==> config.mk <==
export PLATFORM = sky130hd
export DESIGN_NAME = munoc_wdata_upsizer
export DESIGN_NICKNAME = d
export VERILOG_FILES = /design/src/rtl/munoc_upsizer_pkg.sv /design/src/rtl/munoc_wdata_upsizer.sv
export SDC_FILE = /design/constraint.sdc
export NUM_CORES = 1
export LEC_CHECK = 0
export CORE_MARGIN = 2
export CORE_UTILIZATION = 55
export CTS_BUF_LIST = sky130_fd_sc_hd__clkbuf_4 sky130_fd_sc_hd__clkbuf_8 sky130_fd_sc_hd__clkbuf_16
export DETAILED_ROUTE_END_ITERATION = 7
export GPL_ROUTABILITY_DRIVEN = 0
export PLACE_DENSITY_LB_ADDON = 0.2
export SYNTH_ARGS = -nofsm -noshare
export SYNTH_HDL_FRONTEND = slang
export SYNTH_SLANG_ARGS = --single-unit
==> constraint.sdc <==
create_clock -name clk -period 25.6 [get_ports clk]
set_input_delay 2.56 -clock clk [delete_from_list [all_inputs] [get_ports clk]]
set_output_delay 2.56 -clock clk [all_outputs]
set_load 0.02 [all_outputs]
==> src/rtl/munoc_upsizer_pkg.sv <==
// Shared definitions for the MUNOC narrow-to-wide W channel upsizer.
package munoc_upsizer_pkg;

    localparam logic [1:0] BURST_FIXED = 2'd0;
    localparam logic [1:0] BURST_INCR  = 2'd1;
    localparam logic [1:0] BURST_WRAP  = 2'd2;

    typedef enum logic [1:0] {
        IDLE  = 2'd0,
        PACK  = 2'd1,
        DRAIN = 2'd2
    } state_t;

    // Lane index width; kept at least 1 bit so RATIO==1 still has a legal counter.
    function automatic int unsigned lane_width(input int unsigned ratio);
        return (ratio > 1) ? $clog2(ratio) : 1;
    endfunction

endpackage

==> src/rtl/munoc_wdata_upsizer.sv <==
// Packs narrow AXI W beats into wide W beats on the address-selected lanes,
// behind a one-entry output register.
module munoc_wdata_upsizer
    import munoc_upsizer_pkg::*;
#(
    parameter int unsigned BW_ADDR   = 32,
    parameter int unsigned BW_NARROW = 32,
    parameter int unsigned BW_WIDE   = 128
) (
    input  logic                   clk,
    input  logic                   rst,
    input  logic                   cmd_valid,
    output logic                   cmd_ready,
    input  logic [BW_ADDR-1:0]     cmd_addr,
    input  logic [1:0]             cmd_burst,
    input  logic [7:0]             cmd_len,
    input  logic                   s_wvalid,
    output logic                   s_wready,
    input  logic [BW_NARROW-1:0]   s_wdata,
    input  logic [BW_NARROW/8-1:0] s_wstrb,
    input  logic                   s_wlast,
    output logic                   m_wvalid,
    input  logic                   m_wready,
    output logic [BW_WIDE-1:0]     m_wdata,
    output logic [BW_WIDE/8-1:0]   m_wstrb,
    output logic                   m_wlast,
    output logic                   err_pulse
);

    localparam int unsigned RATIO = BW_WIDE / BW_NARROW;
    localparam int unsigned LW    = lane_width(RATIO);
    localparam int unsigned LSB   = $clog2(BW_NARROW / 8);
    localparam int unsigned NSTRB = BW_NARROW / 8;
    localparam int unsigned WSTRB = BW_WIDE / 8;

    state_t             state_q, state_d;
    logic [LW-1:0]      lane_q, lane_d;
    logic               fixed_q, fixed_d;
    logic [7:0]         rem_q, rem_d;
    logic [BW_WIDE-1:0] acc_data_q, acc_data_d, merged_data;
    logic [WSTRB-1:0]   acc_strb_q, acc_strb_d, merged_strb;
    logic               wvalid_d, wlast_d, err_d;
    logic [BW_WIDE-1:0] wdata_d;
    logic [WSTRB-1:0]   wstrb_d;
    logic               beat_end, beat_close;
    logic               unused_addr;

    assign unused_addr = ^cmd_addr;
    assign cmd_ready   = (state_q == IDLE);
    assign s_wready    = (state_q == PACK) && (!m_wvalid || m_wready);

    // Next-state, accumulator and output register update
    always_comb begin
        state_d    = state_q;
        lane_d     = lane_q;
        fixed_d    = fixed_q;
        rem_d      = rem_q;
        acc_data_d = acc_data_q;
        acc_strb_d = acc_strb_q;
        wvalid_d   = m_wvalid;
        wdata_d    = m_wdata;
        wstrb_d    = m_wstrb;
        wlast_d    = m_wlast;
        err_d      = 1'b0;

        merged_data = acc_data_q;
        merged_strb = acc_strb_q;
        for (int unsigned i = 0; i < RATIO; i++) begin
            if (lane_q == LW'(i)) begin
                merged_data[i*BW_NARROW +: BW_NARROW] = s_wdata;
                merged_strb[i*NSTRB +: NSTRB]         = s_wstrb;
            end
        end

        beat_end   = (rem_q == 8'd0) || s_wlast;
        beat_close = fixed_q || (lane_q == LW'(RATIO - 1)) || beat_end;

        if (m_wvalid && m_wready) begin
            wvalid_d = 1'b0;
        end

        unique case (state_q)
            IDLE: begin
                if (cmd_valid) begin
                    lane_d     = LW'(cmd_addr[LSB +: LW]) & LW'(RATIO - 1);
                    fixed_d    = (cmd_burst == BURST_FIXED);
                    rem_d      = cmd_len;
                    acc_data_d = '0;
                    acc_strb_d = '0;
                    state_d    = PACK;
                end
            end
            PACK: begin
                if (s_wvalid && s_wready) begin
                    if (beat_close) begin
                        wvalid_d   = 1'b1;
                        wdata_d    = merged_data;
                        wstrb_d    = merged_strb;
                        wlast_d    = beat_end;
                        acc_data_d = '0;
                        acc_strb_d = '0;
                    end else begin
                        acc_data_d = merged_data;
                        acc_strb_d = merged_strb;
                    end
                    if (!fixed_q) begin
                        lane_d = (lane_q == LW'(RATIO - 1)) ? '0 : lane_q + LW'(1);
                    end
                    rem_d = rem_q - 8'd1;
                    if (beat_end) begin
                        err_d   = s_wlast != (rem_q == 8'd0);
                        state_d = DRAIN;
                    end
                end
            end
            DRAIN: begin
                if (m_wvalid && m_wready) begin
                    state_d = IDLE;
                end
            end
            default: state_d = IDLE;
        endcase
    end

    always_ff @(posedge clk or posedge rst) begin
        if (rst) begin
            state_q    <= IDLE;
            lane_q     <= '0;
            fixed_q    <= 1'b0;
            rem_q      <= '0;
            acc_data_q <= '0;
            acc_strb_q <= '0;
            m_wvalid   <= 1'b0;
            m_wdata    <= '0;
            m_wstrb    <= '0;
            m_wlast    <= 1'b0;
            err_pulse  <= 1'b0;
        end else begin
            state_q    <= state_d;
            lane_q     <= lane_d;
            fixed_q    <= fixed_d;
            rem_q      <= rem_d;
            acc_data_q <= acc_data_d;
            acc_strb_q <= acc_strb_d;
            m_wvalid   <= wvalid_d;
            m_wdata    <= wdata_d;
            m_wstrb    <= wstrb_d;
            m_wlast    <= wlast_d;
            err_pulse  <= err_d;
        end
    end

endmodule

* Word-level counts from Yosys, hierarchy flattened *
Cells that the tools add are included.

operators by class
  add/subtract/negate cells = 2
  equal/unequal tests = 11
  mux-type cells = 36
  reduce and logical (&&, ||, !) cells = 18

operators with widths
  cell                 count
  $mux 128             3
  $pmux 128 s2         1
  $mux 32              4
  $mux 16              3
  $pmux 16 s2          1
  $mux 2               8
  $mux 4               4
  $mux 8               2
  $pmux 8 s2           1
  $logic_not 8->1      1
  $ne 2x2->1 const B   4
  $reduce_and 4->1     2
  $sub 8x1->8 const B  1
  $mux 1               7
  $eq 2x2->1 const B   3
  $logic_not 2->1      3
  $pmux 2 s3           1
  $reduce_and 3->1     2
  $eq 2x1->1 const B   2
  $logic_or 1x1->1     4
  $pmux 2 s2           1
  $logic_and 1x1->1    3
  $add 2x1->2 const B  1
  $ne 2x1->1 const B   1
  4 further kinds      4

word-level totals
  flip-flop bits (word level) = 304
  input port bits = 84

* Logic depth before layout (Yosys ltp) *
  depth in word-level cells = 6
  depth in mapped cells = 11

* Worst setup path before layout *
OpenSTA, ideal clock, no wires.

  kind = input port to output port
  start point = in m_wready
  end point = out s_wready
  data arrival time = 2.980 ns
  required time = 23.040 ns
  slack = 20.060 ns
  stages on the path = 2
  path buffers = 0
  cell sequence = nand2b_1 and2_1

between the ends
  longest elaborated chain between the ends = 2

RTL lines
  what                line                       source
  start: declaration  munoc_wdata_upsizer.sv:23  input logic m_wready,
  $logic_or 1x1->1    munoc_wdata_upsizer.sv:50  assign s_wready = (state_q == PACK) && (!m_wvalid || m_wready);
  $logic_and 1x1->1   munoc_wdata_upsizer.sv:50
  end: declaration    munoc_wdata_upsizer.sv:18  output logic s_wready,

No other way between the ends.

* Final worst setup path *
Ends and elaborated chain as after synthesis.

==> results.sh <==
export IMPL_synth_top_cell_by_area="dfrtp_1"
export IMPL_synth_main_ff_cell="dfrtp_1"
export IMPL_max_cap_viol_count=0
export IMPL_worst_setup_path_end_kind="primary output"
export IMPL_grt_setup_unrepaired="no"
export IMPL_coreArea_um2=22500
export IMPL_synth_edf_count=0
export IMPL_mostFrequentLayoutCell="dfrtp_1"
export IMPL_critPathRequiredTime_ns=23.04
export IMPL_post_cts_buffers=0
export IMPL_startpoint="m_wready"
export IMPL_muxShareOfSynthArea=0.1172
export IMPL_cts_tree="done"
export IMPL_tightestPinTransition_ns=1.107
export IMPL_hold_path_class="reg2reg"
export IMPL_met2_usage=0.4000
export IMPL_final_setup_tns_ns=0
export IMPL_die_x_um=155.2
export IMPL_area_delta_synth_final_pct=25.96
export IMPL_drt_iter0_markers=480
export IMPL_syn_area_per_cell_um2=11.88
export IMPL_grt_pass1_wl_um=47650
export IMPL_dpl_hpwl_um=17640
export IMPL_hold_viol_final=0
export IMPL_cts_reportedPaths_clkPinSlew_ns=0.06
export IMPL_worst_clock_skew_ns=0.005204
export IMPL_post_route_min_period_ns=6.571
export IMPL_critical_path_arrival_ns=4.01
export IMPL_synth_xor_area_frac=0
export IMPL_antenna_found_initial=0
export IMPL_holdWs_ns=0.4764
export IMPL_fin_crit_sh=0.2567
export IMPL_start_util=0.5584
export IMPL_use_met3=0.04345
export IMPL_cts_resized=0
export IMPL_p_leak_nw=7.125
export IMPL_htree_levels=1
export IMPL_synth_compound_area_frac=0.1532
export IMPL_finalWirelength_um=29120
export IMPL_ioPinCount=233
export IMPL_p_per_area_nw_per_um2=121.8
export IMPL_final_cell_area_um2=15830
export IMPL_crit_top_cell="clkdlybuf4s50_1"
export IMPL_r2r_cells=7
export IMPL_worst_path_largest_cell_delay_ns=0.60
export IMPL_synth_seq_area_share=0.6054
export IMPL_status="complete, no violations"
export IMPL_layout_nets=1318
export IMPL_ys_async_sr_fraction=1.000
export IMPL_cp_max_fo=5
export IMPL_globalRouteTotalUtil=0.2457
export IMPL_route_detailed_drc=0
export IMPL_grt_pass1_vias=8777
export IMPL_met1_usage=0.3546
export IMPL_most_common_layout_cells="dfrtp_1, clkdlybuf4s50_1, nand2_1"
export IMPL_peakVddDrop_uv=118.4
export IMPL_drt_vias_per_instance=5.669
export IMPL_syn_nets=1149
export IMPL_clock_latency_ns=0.54
export IMPL_ys_ff_latch=304
export IMPL_ys_types=40
export IMPL_clockBufferDepth=3
export IMPL_critPathLaunchType="primary input"
export IMPL_synth_fa_ha_area_frac=0.006970
export IMPL_cp_num_buf_inv=2
export IMPL_cts_made_buffers=31
export IMPL_drt_first_pass_iters=4
export IMPL_diodes=0
export IMPL_synth_simple_gate_area_frac=0.08603
export IMPL_slew_headroom=0.2617
export IMPL_p_total_mw=1.928
export IMPL_die_h_um=155.2
export IMPL_netlist_area_um2=12570
export IMPL_post_drt_wl_per_cell_um=18.96
export IMPL_grt_start_max_net_pins=156
export IMPL_cpLargestDelayFamily="buffers and inverters"
export IMPL_top_usage_layer="met2"
export IMPL_hold_start="m_wdata[82]$_DFFE_PP0P_"
export IMPL_synth_top_family_by_area="compound AO/OA/AOI/OAI gates"
export IMPL_criticalPathCategory="in2out"
export IMPL_setup_viol=0
export IMPL_holdPathStages=2
export IMPL_holdBufCountCts=0
export IMPL_cts_sinks=304
export IMPL_crit_slowest_cell="clkdlybuf4s50_1"
export IMPL_final_max_slew_viol_count=0
export IMPL_drive_gt1_frac=0.09033
export IMPL_r2r_start="lane_q[0]$_DFFE_PP0P_"
export IMPL_clock_root_buffer="clkbuf_16"
export IMPL_num_vias=8708
export IMPL_postPlaceCellArea_um2=14720
export IMPL_netlist_instances=1058
export IMPL_synthTopCellsByArea="dfrtp_1, mux2i_1, o21ai_0"
export IMPL_num_rows=55
export IMPL_synth_top_cell_area_share=0.6054
export IMPL_cp_cell_sequence="clkdlybuf4s50_1 -> nand2b_1 -> and2_1 -> clkdlybuf4s50_1"
export IMPL_grt_overflow=0
export IMPL_yosysWarnings=0
export IMPL_crit_cells=4
export IMPL_die_area_um2=24070
export IMPL_antenna_left=0
export IMPL_portBuffers=202
export IMPL_max_freq_ghz=0.1522
## registers in the layout, summed over array words and instances (netlist names), 2 cells and up
register    count
acc_data_q    128
m_wdata       128
acc_strb_q     16
m_wstrb        16
rem_q           8
lane_q          2
state_q         2
## worst register-to-register path, stage by stage, from the launching register on
cell     delay (ns)
dfrtp_1        0.43
ha_2           0.20
buf_4          0.34
or3b_4         0.52
nand4_1        0.13
buf_4          0.53
buf_4          0.81
o21ai_0        0.23
## cell usage after synthesis, types with 2 or more instances
library cell / count
a211o_1: 2
a211oi_1: 4
a21oi_1: 4
a22o_1: 82
a22o_2: 26
a2bb2oi_1: 4
and2b_1: 18
buf_2: 22
buf_6: 4
clkbuf_1: 53
dfrtp_1: 304
ha_1: 7
inv_1: 9
mux2i_1: 146
nand2_1: 153
nand2b_1: 3
nand3_1: 3
nand4_1: 2
nor2_1: 9
nor2b_1: 21
nor3_1: 5
nor4_1: 3
nor4_4: 2
o21a_1: 2
o21ai_0: 150
o22ai_1: 3
o31ai_1: 4
## final timing paths
path	end	slack, ns
min	m_wdata[82]$_DFFE_PP0P_	0.48
max in group asynchronous	acc_strb_q[12]$_DFFE_PP0P_	21.28
max	s_wready	19.03
max reg2reg	m_wdata[75]$_DFFE_PP0P_	22.27
min in group asynchronous	fixed_q$_DFFE_PP0P_	2.68
min reg2reg	m_wdata[82]$_DFFE_PP0P_	0.48
## metrics by stage
stage                     worst slack (ns)    util  std cells
after global routing                 18.98  0.7034       1536
after detailed placement             19.02  0.6540       1479
after CTS                            19.02  0.7034       1536
final                                19.03  0.7034       1536
after global placement               19.02  0.6540       1479
after floorplan                      14.64       -       1058
## metal layers
metal / vias up / routed length (um)
met3: 31 / 1501
met2: 202 / 13820
li1: 4079 / -
met4: 0 / 383
met5: - / 0
met1: 4396 / 13420
## final cells by class
type	count	area (um2)
clock buffers	49	992.2
clock inverters	8	117.6
fillers	1630	6675
inverters	9	41.29
multi-input cells	665	4586
flip-flops and latches	304	7607
well taps	285	356.6
repair buffers	216	2127
## power breakdown
part	internal, mW	leakage (nW)	total [mW]	switching (mW)
Clock	0.294	0.557	0.477	0.183
Combinational	0.322	2.44	0.757	0.434
Sequential	0.608	4.13	0.695	0.0863
Total	1.22	7.13	1.93	0.704
## kinds of logic (layout without fill, tap and decap cells)
| kind of cell | Yosys count | in the layout |
|---|---|---|
| flops | 304 | 304 |
| fa+ha+maj | 7 | 7 |
| simple gates | 227 | 227 |
| buf+inv | 89 | 282 |
| compound gates | 284 | 284 |
| mux | 147 | 147 |
No activity file was read; power rests on OpenSTA's default activity.
